**src/rtl/i2c_seq_pkg.sv**
```systemverilog
// Shared definitions for the I2C register-access sequencer.
// Holds the sequencer state encoding, R/W bit values, byte widths and
// the default progress timeout.
package i2c_seq_pkg;

  localparam int unsigned BYTE_W       = 8;
  localparam int unsigned SLAVE_ADDR_W = 7;
  localparam int unsigned TMO_W        = 16;

  localparam logic READ_BIT  = 1'b1;
  localparam logic WRITE_BIT = 1'b0;

  localparam logic [TMO_W-1:0] TIMEOUT_DEFAULT = 16'hFFFF;

  typedef enum logic [3:0] {
    IDLE       = 4'd0,
    WAIT_READY = 4'd1,
    ADDR_W     = 4'd2,
    REG        = 4'd3,
    WDATA      = 4'd4,
    ADDR_R     = 4'd5,
    RDATA      = 4'd6,
    FINISH     = 4'd7,
    ABORT      = 4'd8
  } seqState_t;

  // States in which the byte master is being driven (nack/timeout apply).
  function automatic logic isActive(input seqState_t s);
    return (s == WAIT_READY) || (s == ADDR_W) || (s == REG) ||
           (s == WDATA) || (s == ADDR_R) || (s == RDATA);
  endfunction

endpackage

```
**src/rtl/fifo.sv**
```systemverilog
// Byte FIFO, 2**FIFO_SIZE_EXP entries, first-word fall-through read.
// Ports: clk, reset (sync, active high), flush (empties the FIFO),
//        put/dataIn/full (fill side), get/dataOut/empty (drain side).
// A put while full or a get while empty is ignored.
module fifo
  import i2c_seq_pkg::*;
#(
  parameter int unsigned FIFO_SIZE_EXP = 3
) (
  input  logic              clk,
  input  logic              reset,
  input  logic              flush,
  input  logic              put,
  input  logic [BYTE_W-1:0] dataIn,
  output logic              full,
  input  logic              get,
  output logic [BYTE_W-1:0] dataOut,
  output logic              empty
);

  localparam int unsigned DEPTH = 1 << FIFO_SIZE_EXP;
  localparam int unsigned PTR_W = FIFO_SIZE_EXP;
  localparam int unsigned CNT_W = FIFO_SIZE_EXP + 1;

  logic [BYTE_W-1:0] mem [DEPTH];
  logic [PTR_W-1:0]  wrPtr;
  logic [PTR_W-1:0]  rdPtr;
  logic [CNT_W-1:0]  count;
  logic              doPut;
  logic              doGet;

  assign full    = (count == CNT_W'(DEPTH));
  assign empty   = (count == '0);
  assign doPut   = put && !full;
  assign doGet   = get && !empty;
  assign dataOut = mem[rdPtr];

  // Storage needs no reset; occupancy is tracked by count.
  always_ff @(posedge clk) begin
    if (doPut) mem[wrPtr] <= dataIn;
  end

  // Pointers and occupancy.
  always_ff @(posedge clk) begin
    if (reset || flush) begin
      wrPtr <= '0;
      rdPtr <= '0;
      count <= '0;
    end else begin
      if (doPut) wrPtr <= wrPtr + PTR_W'(1);
      if (doGet) rdPtr <= rdPtr + PTR_W'(1);
      if (doPut && !doGet)      count <= count + CNT_W'(1);
      else if (!doPut && doGet) count <= count - CNT_W'(1);
    end
  end

endmodule

```
**src/rtl/i2c_sequencer.sv**
```systemverilog
// Register-access sequencer on top of a byte-level I2C master.
// Runs: START addr+W, reg byte, optional write bytes from the tx FIFO,
// optional RESTART addr+R and read bytes into the rx FIFO, then done.
// Ports:
//   cmd_valid/cmd_ready, cmd_addr, cmd_reg, cmd_wlen, cmd_rlen : command
//   tx_put/tx_data/tx_full   : write-data FIFO fill
//   rx_get/rx_data/rx_empty  : read-data FIFO drain
//   isReady, start, send, receive, datasend, sended, received,
//   datareceive, nack        : byte-master handshake
//   busy, done, error        : status (done/error one-cycle pulses)
module i2c_sequencer
  import i2c_seq_pkg::*;
#(
  parameter int unsigned      TX_DEPTH_EXP = 3,
  parameter int unsigned      RX_DEPTH_EXP = 3,
  parameter int unsigned      LEN_W        = 8,
  parameter logic [TMO_W-1:0] TIMEOUT      = TIMEOUT_DEFAULT
) (
  input  logic                    clk,
  input  logic                    reset,
  input  logic                    cmd_valid,
  output logic                    cmd_ready,
  input  logic [SLAVE_ADDR_W-1:0] cmd_addr,
  input  logic [BYTE_W-1:0]       cmd_reg,
  input  logic [LEN_W-1:0]        cmd_wlen,
  input  logic [LEN_W-1:0]        cmd_rlen,
  input  logic                    tx_put,
  input  logic [BYTE_W-1:0]       tx_data,
  output logic                    tx_full,
  input  logic                    rx_get,
  output logic [BYTE_W-1:0]       rx_data,
  output logic                    rx_empty,
  input  logic                    isReady,
  output logic                    start,
  output logic                    send,
  output logic                    receive,
  output logic [BYTE_W-1:0]       datasend,
  input  logic                    sended,
  input  logic                    received,
  input  logic [BYTE_W-1:0]       datareceive,
  input  logic                    nack,
  output logic                    busy,
  output logic                    done,
  output logic                    error
);

  seqState_t                state;
  seqState_t                nextState;
  logic [SLAVE_ADDR_W-1:0]  addrQ;
  logic [BYTE_W-1:0]        regQ;
  logic [LEN_W-1:0]         wlenQ;
  logic [LEN_W-1:0]         rlenQ;
  logic [TMO_W-1:0]         tmoCnt;

  logic                     accept;
  logic                     txPop;
  logic                     rxPush;
  logic                     txFlush;
  logic                     tmoHit;
  logic                     ctrlStart;
  logic                     ctrlSend;
  logic                     ctrlReceive;
  logic [BYTE_W-1:0]        ctrlData;

  logic                     txEmpty;
  logic [BYTE_W-1:0]        txHead;
  logic                     rxFull;

  fifo #(.FIFO_SIZE_EXP(TX_DEPTH_EXP)) txFifo (
    .clk    (clk),
    .reset  (reset),
    .flush  (txFlush),
    .put    (tx_put),
    .dataIn (tx_data),
    .full   (tx_full),
    .get    (txPop),
    .dataOut(txHead),
    .empty  (txEmpty)
  );

  fifo #(.FIFO_SIZE_EXP(RX_DEPTH_EXP)) rxFifo (
    .clk    (clk),
    .reset  (reset),
    .flush  (1'b0),
    .put    (rxPush),
    .dataIn (datareceive),
    .full   (rxFull),
    .get    (rx_get),
    .dataOut(rx_data),
    .empty  (rx_empty)
  );

  // State register, command latches, byte counters and progress timer.
  always_ff @(posedge clk) begin
    if (reset) begin
      state  <= IDLE;
      addrQ  <= '0;
      regQ   <= '0;
      wlenQ  <= '0;
      rlenQ  <= '0;
      tmoCnt <= '0;
    end else begin
      state <= nextState;
      if (accept) begin
        addrQ <= cmd_addr;
        regQ  <= cmd_reg;
        wlenQ <= cmd_wlen;
        rlenQ <= cmd_rlen;
      end
      if (txPop)  wlenQ <= wlenQ - LEN_W'(1);
      if (rxPush) rlenQ <= rlenQ - LEN_W'(1);
      if (state == IDLE || nextState != state || sended || received)
        tmoCnt <= '0;
      else
        tmoCnt <= tmoCnt + TMO_W'(1);
    end
  end

  // Next state, FIFO strobes and control decode of the current state.
  always_comb begin
    nextState   = state;
    accept      = 1'b0;
    txPop       = 1'b0;
    rxPush      = 1'b0;
    txFlush     = 1'b0;
    ctrlStart   = 1'b0;
    ctrlSend    = 1'b0;
    ctrlReceive = 1'b0;
    ctrlData    = '0;
    tmoHit      = (tmoCnt == TIMEOUT - TMO_W'(1));

    case (state)
      IDLE: begin
        if (cmd_valid) begin
          accept    = 1'b1;
          nextState = WAIT_READY;
        end
      end
      WAIT_READY: begin
        if (isReady) nextState = ADDR_W;
      end
      ADDR_W: begin
        ctrlData  = {addrQ, WRITE_BIT};
        ctrlStart = 1'b1;
        ctrlSend  = 1'b1;
        if (sended) nextState = REG;
      end
      REG: begin
        ctrlData = regQ;
        ctrlSend = 1'b1;
        if (sended) begin
          if (wlenQ != '0)      nextState = WDATA;
          else if (rlenQ != '0) nextState = ADDR_R;
          else                  nextState = FINISH;
        end
      end
      WDATA: begin
        ctrlData = txEmpty ? '0 : txHead;
        ctrlSend = !txEmpty;
        if (sended) begin
          txPop = 1'b1;
          if (wlenQ == LEN_W'(1))
            nextState = (rlenQ != '0) ? ADDR_R : FINISH;
        end
      end
      ADDR_R: begin
        ctrlData  = {addrQ, READ_BIT};
        ctrlStart = 1'b1;
        ctrlSend  = 1'b1;
        if (sended) nextState = RDATA;
      end
      RDATA: begin
        ctrlReceive = !rxFull;
        if (received) begin
          // A byte delivered into a full rx FIFO is lost; report it.
          if (rxFull) begin
            nextState = ABORT;
          end else begin
            rxPush = 1'b1;
            if (rlenQ == LEN_W'(1)) nextState = FINISH;
          end
        end
      end
      FINISH: nextState = IDLE;
      ABORT: begin
        txFlush   = 1'b1;
        nextState = IDLE;
      end
      default: nextState = IDLE;
    endcase

    // Slave NACK or a stalled master overrides normal progress.
    if (isActive(state) && (nack || tmoHit)) begin
      nextState = ABORT;
      txPop     = 1'b0;
      rxPush    = 1'b0;
    end
  end

  // Registered outputs: status tracks the state being entered,
  // master controls follow the current state one cycle later.
  always_ff @(posedge clk) begin
    if (reset) begin
      cmd_ready <= 1'b1;
      busy      <= 1'b0;
      done      <= 1'b0;
      error     <= 1'b0;
      start     <= 1'b0;
      send      <= 1'b0;
      receive   <= 1'b0;
      datasend  <= '0;
    end else begin
      cmd_ready <= (nextState == IDLE);
      busy      <= (nextState != IDLE);
      done      <= (nextState == FINISH);
      error     <= (nextState == ABORT);
      start     <= ctrlStart;
      send      <= ctrlSend;
      receive   <= ctrlReceive;
      datasend  <= ctrlData;
    end
  end

endmodule
```
**config.mk**
```make
export PLATFORM = sky130hd
export DESIGN_NAME = i2c_sequencer
export DESIGN_NICKNAME = d
export VERILOG_FILES = /design/src/rtl/i2c_seq_pkg.sv /design/src/rtl/fifo.sv /design/src/rtl/i2c_sequencer.sv
export SDC_FILE = /design/constraint.sdc
export NUM_CORES = 1
export LEC_CHECK = 0
export BUFFER_PORTS_ARGS = -buffer_cell sky130_fd_sc_hd__buf_2
export CAP_MARGIN = 20
export CORE_UTILIZATION = 50
export DETAILED_ROUTE_END_ITERATION = 7
export HOLD_SLACK_MARGIN = 0.12
export PLACE_DENSITY = 0.73
export SKIP_LAST_GASP = 1
export SLEW_MARGIN = 0
export SYNTH_ARGS = -nofsm -noshare
export SYNTH_HDL_FRONTEND = slang
export SYNTH_SLANG_ARGS = --single-unit
```
**constraint.sdc**
```tcl
create_clock -name clk -period 9.16 [get_ports clk]
set_input_delay 1.832 -clock clk [delete_from_list [all_inputs] [get_ports clk]]
set_output_delay 1.832 -clock clk [all_outputs]
set_load 0.01 [all_outputs]
```
==> impl_metrics.tcl <==
set metrics [dict create \
    fill_cells 1369 \
    ant_nets 0 \
    r2r_slack_ns 5.44 \
    maxCapViolations 0 \
    route.met3.wl_um 1070 \
    multi_input_area_um2 3460 \
    failed_checks "design-rule violations" \
    fin_total_pwr_mw 2.45 \
    power_density_nw_per_um2 227 \
    ctsHoldBuffers 0 \
    layout.nets 863 \
    fp.dieW_um 139 \
    post_cts_buffers 0 \
    clkSlewWorstSetupHoldPaths_ns 0.06 \
    timing.rr.start "state[2]" \
    synthToLayoutAreaGrowth_pct 14.6 \
    rsz0062_at_grt "false" \
    clock-sinks 220 \
    holdCritPathClass "reg -> reg" \
    final_area_um2 10800 \
    seqCellArea_um2 5690 \
    antenna_cells 0 \
    worstPathMaxFanout 9 \
    cp_slowest_stage_delay_ns 0.70 \
    dpl.hpwl_um 13100 \
    first_global_vias 6224 \
    routedWlPerCell_um 19.3 \
    stdcell_count 1036 \
    cts_tree "done" \
    syn_nets 790 \
    vias 6263 \
    required_ns 7.33 \
    r2r_end "rxFifo.count[3]" \
    highest_layer "met4" \
    min_period_over_period_pct 46.2 \
    grt_max_degree 63 \
    drt_wl_total_um 20000 \
    worstPathArrival_ns 2.40 \
    yosys.area.top_type "edfxtp_1" \
    antenna_found_initial 0 \
    p_leak_nw 3.69 \
    grt_usage_pct 20.8 \
    syn_area_um2 9420 \
    synthCells 716 \
    holdCritStartpoint "regQ[7]" \
    avgSynthCellArea_um2 13.2 \
    slowest_stage "dfxtp_1" \
    reg2regPathDepth 12 \
    die_h_um 139 \
    setup_violations 0 \
    clock_skew_ns 0.0106 \
    drcViolationCount 3 \
    worstHoldEndpoint "regQ[7]" \
    status "finished with violations" \
    drt_iter0_markers 407 \
    yosysTopAreaCellShare_pct 40.8 \
    ys_ff_latch 220 \
    cts_buffer_depth 3 \
    start_kind "register" \
    wl_met2_um 10200 \
    hold_viol_final 0 \
    path_class "reg -> out" \
    async_reset_ff_share_pct 0 \
    initial_core_util_pct 51.7 \
    avgViaCountPerCell 6.05 \
    port_buffers 80 \
    synthFlopType "edfxtp_1" \
    maxSlewHeadroom_pct 27.9 \
    max_freq_ghz 0.236 \
    synth_edf_count 128 \
    place.gp.congestion 0.852 \
    root_buffer "clkbuf_16" \
    tightest_slew_ns 1.08 \
    m1WireLength_um 8160 \
    ys_seq_area_share_pct 60.4 \
    yosysWarnings 0 \
    place_inst 989 \
    postCtsResizedCells 0 \
    synth_area_leaders "edfxtp_1, dfxtp_1, mux4_2" \
    post-route-min-period_ns 4.23 \
    rows 49 \
    die_area_um2 19400 \
    min_delay_path_depth 2 \
    fin_tns_setup_ns 0 \
    h-tree-depth 1 \
    grt_pass1_wl_um 32100 \
    gr-total-overflow 0 \
    fin_util_pct 59.3 \
    core_area_um2 18200 \
    critPathCaptureType "output port" \
    yosys.cell_types.count 67 \
    drive_gt1_share_pct 24.8 \
    io_pins 81 \
    cts_made_buffers 24 \
    vdd_drop_max_mv 0.152 \
    clk_latency_ns 0.51 \
    place_area_um2 9970 \
    slew_violations 0 \
    dr.pass1.iters 8 \
    path_cells "buf_8 > mux4_2 > mux2_2 > buf_2" \
]
-- worst max path at each step --
stage,to,slack (ns),cells after the start
after floorplan,rxFifo.count[3],5.16,12
after global placement,txFifo.count[3],4.84,12
after detailed placement,txFifo.count[3],4.77,12
after CTS,rx_data[7],4.63,3
after global routing,rx_data[2],4.79,4
final,rx_data[7],4.93,4
-- routing by layer --
layer / vias up / GRT usage (%)
met5: - / 0
met4: 0 / 8.25
met3: 49 / 3.89
met2: 194 / 36.1
met1: 3139 / 25.7
li1: 2881 / -
-- sequential cells by signal (all words and copies together) (netlist names), 3 cells and up, named ones only --
register and flops:
txFifo.count 4, txFifo.wrPtr 3, regQ 8, tmoCnt 16, rxFifo.mem 64, wlenQ 8
rlenQ 8, rxFifo.wrPtr 3, addrQ 7, datasend 8, state 4, txFifo.rdPtr 3
rxFifo.rdPtr 3, rxFifo.count 4, txFifo.mem 64
-- worst max-delay path, delay by kind of cell (launching register included) --
kind	cells	cell delay (ns)
buf+inv	2	0.38
flops	1	0.70
mux	2	0.81
-- synthesized netlist by cell type (all sizes together), types with 2 or more instances --
master and count:
a211oi 5, a21o 5, a21oi 40, a222oi 7
a2bb2oi 2, a311oi 16, a31o 3, a31oi 10
a32oi 3, and2 6, and3 6, and4 2
buf 18, clkbuf 29, dfxtp 92, edfxtp 128
fa 2, ha 16, inv 13, mux2 17
mux2i 6, mux4 32, nand2 60, nand2b 8
nand3 14, nand3b 2, nand4 11, nand4b 2
nor2 49, nor2b 8, nor3 15, nor3b 6
nor4 7, nor4b 4, o211ai 8, o21ai 12
o311ai 2, or3 8, or4 4, xnor2 13
xor2 10
-- through the flow --
stage | setup slack, ns | hold WS [ns]
floorplan | 5.16 | 0.436
global placement | 4.84 | 0.444
detailed placement | 4.77 | 0.450
CTS | 4.63 | 0.459
global route | 4.79 | 0.480
finish | 4.93 | 0.461
-- layout by cell type (no fill, tap or decap), drive strengths merged, types with 7 or more instances in the layout --
cell,netlist,final
nor2b,8,8
edfxtp,128,128
inv,13,13
a21oi,40,40
nand4,11,11
nor4,7,7
a222oi,7,7
a31oi,10,10
dfxtp,92,92
mux2,17,17
mux4,32,32
nand3,14,14
nor3,15,15
buf,18,94
ha,16,16
clkbuf,29,40
xnor2,13,13
or3,8,8
a311oi,16,16
o21ai,12,12
o211ai,8,8
nand2,60,60
nand2b,8,8
xor2,10,10
nor2,49,49
-- power by group --
| part | internal [mW] | leakage (nW) | switching, mW | total (mW) |
|---|---|---|---|---|
| logic | 0.158 | 1.40 | 0.190 | 0.348 |
| registers | 1.09 | 1.91 | 0.0537 | 1.15 |
| clock network | 0.580 | 0.385 | 0.371 | 0.951 |
-- cell families after synthesis --
group,after synthesis,synth area share (%)
AOI/OAI and AO/OA,124,9.77
muxes,55,10.3
and+or+nand+nor,215,11.8
DFF,220,60.4
adders and majority gates,18,2.55
buffers and inverters,61,3.03
xor gates and xnor gates,23,2.14
-- final cells by class --
cell class              instances  area share [%]
flip-flops and latches        220            52.7
multi-input cells             435            32.0
clock buffers                  40            6.91
repair buffers                 94            4.80
well taps                     229            2.65
inverters                      14           0.487
clock inverters                 4           0.429
No activity file was read; power rests on OpenSTA's default activity.
